$ cat src/rtl/tdc_hit_sequencer.sv
`timescale 1ns/1ps
`default_nettype none
//==============================================================================
// Module   : tdc_hit_sequencer
// Brief    : Sequences one TDC measurement (arm, hit, capture strobe, fine-count
//            wait) and emits a {coarse, fine} timestamp record over valid/ready.
//            Optional macro TDC_TIMEOUT_EN adds the ARMED timeout record.
// Revision : 1.0
//==============================================================================
module tdc_hit_sequencer #(
    parameter int FINE_W   = 8,
    parameter int COARSE_W = 16,
    parameter int CNT_LAT  = 2,
    parameter int TIMEOUT  = 1023
) (
    input  logic                         clk,
    input  logic                         rst_n,
    input  logic                         arm,
    input  logic                         auto_rearm,
    input  logic                         hit_det,
    output logic                         code_latch,
    input  logic [FINE_W-1:0]            fine_count,
    output logic                         ts_valid,
    input  logic                         ts_ready,
    output logic [COARSE_W+FINE_W-1:0]   ts_data,
    output logic                         ts_timeout,
    output logic                         busy,
    output logic [7:0]                   miss_cnt
);

    typedef enum logic [2:0] {
        S_IDLE  = 3'd0,
        S_ARMED = 3'd1,
        S_LATCH = 3'd2,
        S_WAIT  = 3'd3,
        S_OUT   = 3'd4
    } state_t;

    localparam logic [2:0] c_WAIT_LOAD = 3'(CNT_LAT - 1);

    if (CNT_LAT < 1 || CNT_LAT > 7) begin : g_cnt_lat_range
        $error("tdc_hit_sequencer: CNT_LAT must be within 1..7");
    end

    if (TIMEOUT < 1) begin : g_timeout_range
        $error("tdc_hit_sequencer: TIMEOUT must be at least 1");
    end

    state_t                r_state;
    logic [COARSE_W-1:0]   r_coarse;
    logic [COARSE_W-1:0]   r_coarse_hit;
    logic [2:0]            r_wait;
    logic                  w_tmo_expire;

`ifdef TDC_TIMEOUT_EN
    localparam int c_TMO_W = (TIMEOUT > 1) ? $clog2(TIMEOUT) : 1;
    localparam logic [c_TMO_W-1:0] c_TMO_LAST = c_TMO_W'(TIMEOUT - 1);

    logic [c_TMO_W-1:0] r_tmo;

    assign w_tmo_expire = (r_state == S_ARMED) && (r_tmo == c_TMO_LAST);

    // Held at zero outside ARMED, so every entry into ARMED starts a fresh count.
    always_ff @(posedge clk or negedge rst_n) begin
        if (!rst_n) begin
            r_tmo <= '0;
        end else if (r_state != S_ARMED) begin
            r_tmo <= '0;
        end else if (!w_tmo_expire) begin
            r_tmo <= r_tmo + c_TMO_W'(1);
        end
    end
`else
    assign w_tmo_expire = 1'b0;
`endif

    always_ff @(posedge clk or negedge rst_n) begin
        if (!rst_n) begin
            r_coarse <= '0;
        end else begin
            r_coarse <= r_coarse + COARSE_W'(1);
        end
    end

    always_ff @(posedge clk or negedge rst_n) begin
        if (!rst_n) begin
            miss_cnt <= '0;
        end else if (hit_det && (r_state != S_ARMED) && (miss_cnt != 8'hFF)) begin
            miss_cnt <= miss_cnt + 8'd1;
        end
    end

    always_ff @(posedge clk or negedge rst_n) begin
        if (!rst_n) begin
            r_state      <= S_IDLE;
            r_coarse_hit <= '0;
            r_wait       <= '0;
            code_latch   <= 1'b0;
            ts_valid     <= 1'b0;
            ts_timeout   <= 1'b0;
            ts_data      <= '0;
            busy         <= 1'b0;
        end else begin
            code_latch <= 1'b0;
            case (r_state)
                S_IDLE: begin
                    if (arm) begin
                        r_state <= S_ARMED;
                        busy    <= 1'b1;
                    end
                end
                S_ARMED: begin
                    // A hit on the expiry cycle takes priority over the timeout.
                    if (hit_det) begin
                        r_coarse_hit <= r_coarse;
                        code_latch   <= 1'b1;
                        r_state      <= S_LATCH;
                    end else if (w_tmo_expire) begin
                        ts_data    <= '0;
                        ts_timeout <= 1'b1;
                        ts_valid   <= 1'b1;
                        r_state    <= S_OUT;
                    end
                end
                S_LATCH: begin
                    r_wait  <= c_WAIT_LOAD;
                    r_state <= S_WAIT;
                end
                S_WAIT: begin
                    if (r_wait == 3'd0) begin
                        ts_data    <= {r_coarse_hit, fine_count};
                        ts_timeout <= 1'b0;
                        ts_valid   <= 1'b1;
                        r_state    <= S_OUT;
                    end else begin
                        r_wait <= r_wait - 3'd1;
                    end
                end
                S_OUT: begin
                    if (ts_ready) begin
                        ts_valid <= 1'b0;
                        if (auto_rearm) begin
                            r_state <= S_ARMED;
                        end else begin
                            r_state <= S_IDLE;
                            busy    <= 1'b0;
                        end
                    end
                end
                default: begin
                    r_state  <= S_IDLE;
                    ts_valid <= 1'b0;
                    busy     <= 1'b0;
                end
            endcase
        end
    end

endmodule
`default_nettype wire

$ cat config.mk
export PLATFORM = sky130hd
export DESIGN_NAME = tdc_hit_sequencer
export DESIGN_NICKNAME = d
export VERILOG_FILES = /design/src/rtl/tdc_hit_sequencer.sv
export SDC_FILE = /design/constraint.sdc
export NUM_CORES = 1
export LEC_CHECK = 0
export CORE_MARGIN = 1
export CORE_UTILIZATION = 48
export DETAILED_ROUTE_END_ITERATION = 6
export PLACE_DENSITY = 0.76
export SYNTH_ARGS = -nofsm -noshare
export SYNTH_HDL_FRONTEND = slang
export SYNTH_SLANG_ARGS = --single-unit
$ cat constraint.sdc
create_clock -name clk -period 1.5 [get_ports clk]
set_input_delay 0.15 -clock clk [delete_from_list [all_inputs] [get_ports clk]]
set_output_delay 0.15 -clock clk [all_outputs]
set_load 0.01 [all_outputs]
## Yosys cells after proc, flatten, opt, wreduce, memory -nomap -nowiden

Cells that the tools add are included.

- Reductions and logical operators: 13
- Eq/ne operators: 12
- $add $sub $neg: 3
- Mux-type cells: 17
- Bitwise operators: 2

Operators with widths:

| operator | number |
|---|---|
| $add A16 B1 Y16 const B | 1 |
| $mux W3 | 5 |
| $pmux W3 S5 | 1 |
| $ne A2 B2 Y1 const B | 6 |
| $add A8 B1 Y8 const B | 1 |
| $mux W1 | 8 |
| $ne A8 B8 Y1 const B | 1 |
| $reduce_and A4 Y1 | 2 |
| $eq A3 B2 Y1 const B | 2 |
| $logic_not A3 Y1 | 2 |
| $pmux W1 S3 | 2 |
| $pmux W3 S2 | 1 |
| $reduce_and A2 Y1 | 3 |
| $reduce_or A3 Y1 | 2 |
| $eq A3 B1 Y1 const B | 1 |
| $eq A3 B3 Y1 const B | 1 |
| $ne A3 B1 Y1 const B | 1 |
| $reduce_and A3 Y1 | 1 |
| $sub A3 B1 Y3 const B | 1 |
| $logic_and A1 B1 Y1 | 2 |
| $not A1 Y1 | 2 |
| $reduce_bool A2 Y1 | 1 |

- Output and inout port bits: 36
- Bits of input ports: 14
- Bits in registers: 73

## Longest topological paths before layout

Gate-level depths: netlist of run 1.

- Depth after elaboration: 4
- Gate-level depth with buffers: 8
- Mapped depth without buffers: 7

## Least setup slack after synthesis of run 1

OpenSTA, ideal clock, no wires.

- Kind: register -> register
- Start: reg r_wait[0]
- End: reg ts_data[10]
- Required time: 1,375 ps
- Path buffers: 2
- Stages on the path, launching flop included: 8
- Arrival time: 1,563 ps
- Clock period less this slack: 1,688 ps
- Setup slack: -188 ps
- Cells stage by stage: dfrtp_1 inv_1 ha_1 ha_1 buf_4 nand4b_4 buf_2 mux2_2

- Longest elaborated chain between the ends: 2

RTL lines:

| item | RTL line | source |
|---|---|---|
| start: declaration | 52 | `logic [2:0] r_wait;` |
| start signal: assignment | 126 | `r_wait <= c_WAIT_LOAD;` |
| start signal: assignment | 136 | `r_wait <= r_wait - 3'd1;` |
| $logic_not A3 Y1 | 130 | `if (r_wait == 3'd0) begin` |
| $reduce_and A2 Y1 (no line) | - |  |
| end signal: assignment | 131 | `ts_data <= {r_coarse_hit, fine_count};` |
| end: declaration | 25 | `output logic [COARSE_W+FINE_W-1:0] ts_data,` |

Every way passes these cells.
A chain may end at the register's enable or synchronous reset.

## Final worst setup path of run 1

- Start: reg r_wait[0]
- End: reg ts_data[11]

Same word-level chain as after synthesis.

==> results of run 1 <==
[state kept, by name, summed over array words and instances (netlist names)]
register and count:
busy 1, ts_data 24, miss_cnt 8, r_wait 3, r_coarse 16, code_latch 1, ts_valid 1, r_state 3
r_coarse_hit 16
[cell usage in the layout, fill, tap and decap left out, drive strengths merged, types with 5 or more instances in the layout]
cell type,count
dfrtp,73
mux2,45
clkdlybuf4s50,39
buf,24
nand2,15
xnor2,12
nand3,11
clkbuf,11
and4,6
inv,6
o21ai,5
a21oi,5
dlymetal6s2s,5
[what timing repair did]
item,CTS,global route
pin swaps,1,1
resized for setup,11,9
endpoints found under the hold margin,12,0
setup buffers,4,1
endpoints found under the setup margin,35,38
hold buffers,1,0
cloned,1,0
[area by class of cell]
class                           instances  area (µm²)  area share [%]
Tap cell                               75        93.8            2.25
Multi-Input combinational cell        141        1240            29.7
Sequential cell                        73        1830            43.8
Inverter                                5        18.8           0.449
Timing Repair Buffer                   73         742            17.8
Clock inverter                          6         114            2.73
Clock buffer                           10         138            3.29
[how the worst max path moves through the flow]
stage / from / end / slack (ps)
after floorplan: r_wait[0] / ts_data[11] / -80
after global placement: hit_det / r_coarse_hit[11] / -140
after detailed placement: hit_det / r_coarse_hit[15] / -150
after CTS: r_wait[0] / ts_data[11] / -100
after global routing: r_wait[0] / ts_data[22] / -120
final: r_wait[0] / ts_data[11] / -50
[layer usage]
| layer | global-route usage, % | up-vias |
|---|---|---|
| li1 | - | 948 |
| met1 | 24.6 | 1022 |
| met2 | 29.1 | 32 |
| met3 | 4.07 | 12 |
| met4 | 11.8 | 0 |
| met5 | 0 | - |
[where the power goes]
part | switching [mW] | internal, mW | total, mW
logic | 1.10 | 1.58 | 2.68
clock network | 0.734 | 1.15 | 1.89
registers | 0.317 | 2.43 | 2.74
[logic make-up after synthesis]
| kind of cell | after synthesis | share of synthesized area (%) |
|---|---|---|
| buffers and inverters | 15 | 2.51 |
| xor gates and xnor gates | 16 | 4.53 |
| muxes | 45 | 17.5 |
| DFF | 73 | 59.0 |
| and+or+nand+nor | 55 | 10.8 |
| adders and majority gates | 4 | 1.62 |
| AOI/OAI and AO/OA | 20 | 4.00 |
| other | 1 | 0.121 |
[stage by stage]
stage                     setup slack, ps  cells  total power, mW  area [µm²]  TNS [ps]
after floorplan                     -77.7    229             4.16        3130     -1510
after global placement               -139    361             5.25        3820     -2600
after detailed placement             -149    361             5.34        3820     -3280
after CTS                           -99.0    382             7.38        4150     -1620
after global routing                 -115    383             7.73        4180     -2300
final                               -49.7    383             7.31        4180      -639
==> flow_metrics.env, run 1 <==
export IMPL_syn_avg_cell_area_um2=13.5
export IMPL_crit_required_ps=1740
export IMPL_violations="setup timing"
export IMPL_synth_ff_type="dfrtp_1"
export IMPL_synth_most_common_cell="dfrtp_1"
export IMPL_crit_family="flip-flops"
export IMPL_async_flop_share_pct=100
export IMPL_fp_dieArea_mm2=0.00677
export IMPL_final_min_clock_period_ps=1550
export IMPL_cts_sinks=73
export IMPL_yosysSeqAreaShare_pct=59.0
export IMPL_cts_buffers=9
export IMPL_htree_num_levels=3
export IMPL_timing_rr_start="r_wait[0]"
export IMPL_drv_cap=0
export IMPL_antenna_cells=0
export IMPL_synth_area_leaders="dfrtp_1 (59%), mux2_2 (13%), mux2_4 (4.4%)"
export IMPL_antenna_found_initial=0
export IMPL_cts_buffer_depth=2
export IMPL_ff2ff_path_depth=6
export IMPL_initial_utilization_pct=51.1
export IMPL_yosysTopAreaCellShare_pct=59.0
export IMPL_vias_per_cell=5.26
export IMPL_hold_violations=0
export IMPL_wl_per_cell_um=15.0
export IMPL_grt_remaining_overflow=0
export IMPL_syn_inst=229
export IMPL_grt_max_degree=62
export IMPL_grt_pass1_vias=1980
export IMPL_yosysWarnings=0
export IMPL_routed_wl_um=5730
export IMPL_p_per_area_mw_per_mm2=1750
export IMPL_clk_latency_ps=350
export IMPL_synth_area_mm2=0.00310
export IMPL_fin_ws_ps=-49.7
export IMPL_worstSetupPathType="flip-flop to flip-flop"
export IMPL_place_gp_congestion=0.770
export IMPL_grt_pass1_wl_um=9350
export IMPL_cp_arrival_ps=1790
export IMPL_whs_ps=222
export IMPL_cp_start_kind="flip-flop"
export IMPL_dieWidth_um=82.3
export IMPL_cp_slowest_cell="dfrtp_1"
export IMPL_crit_cells=6
export IMPL_hpwl_um=3700
export IMPL_irDropWorstVdd_uv=945
export IMPL_crit_buf_inv=2
export IMPL_postLayoutCoreUtil_pct=68.9
export IMPL_ctsRootBufferMaster="clkbuf_8"
export IMPL_leakage_nw=1.98
export IMPL_met2_length_um=2790
export IMPL_hold_class="input pin to asynchronous set/reset pin"
export IMPL_cts_tree="yes"
export IMPL_wl_met3_um=177
export IMPL_pin_count=50
export IMPL_dr_first_iter_drc_count=67
export IMPL_syn_nets=247
export IMPL_ys_types=36
export IMPL_coreArea_mm2=0.00606
export IMPL_ys_seq_elements=73
export IMPL_cp_slowest_stage_delay_ps=400
export IMPL_rsz0062_at_grt="yes"
export IMPL_dr_max_layer_used="met4"
export IMPL_setup_viol=24
export IMPL_synth_common_cells="dfrtp_1 (73), mux2_2 (35), nand2_1 (15)"
export IMPL_remaining_drc_errors=0
export IMPL_cp_max_fo=6
export IMPL_die_h_um=82.3
export IMPL_fin_skew_ps=7.24
export IMPL_track_usage_pct=19.0
export IMPL_rows=28
export IMPL_cpMostUsedCell="ha_4"
export IMPL_crit_path_cell_trace="inv_2 -> ha_4 -> ha_4 -> nand4b_4 -> buf_12 -> mux2_4"
export IMPL_firstDrtPassIters=4
export IMPL_r2r_end="ts_data[11]"
export IMPL_fin_nets=321
export IMPL_clk_pin_slew_worst_paths_ps=70
export IMPL_ant_nets=0
export IMPL_area_growth_pct=35.0
export IMPL_max_freq_mhz=645
export IMPL_finalCritPeriodShare_pct=103
export IMPL_worst_setup_path_end_kind="flip-flop"
export IMPL_wirelength_met1_um=2630
export IMPL_layout_drive_gt1_share_pct=32.8
export IMPL_synth_enable_flop_cells=0
export IMPL_io_buffer_count=48
export IMPL_vias=2014
export IMPL_status="finished, violations left"
export IMPL_r2r_slack_ps=-50
export IMPL_fillers=432
export IMPL_synth_largest_area_cell="dfrtp_1"
export IMPL_slew_viol_final=0
Power figures use the tool's default switching activity.
==> inputs of run 2 (changes only) <==
- GPL_ROUTABILITY_DRIVEN: unset -> 0
==> results of run 2 <==
Same layout as run 1: the final DEF is identical, and so are final timing and power.
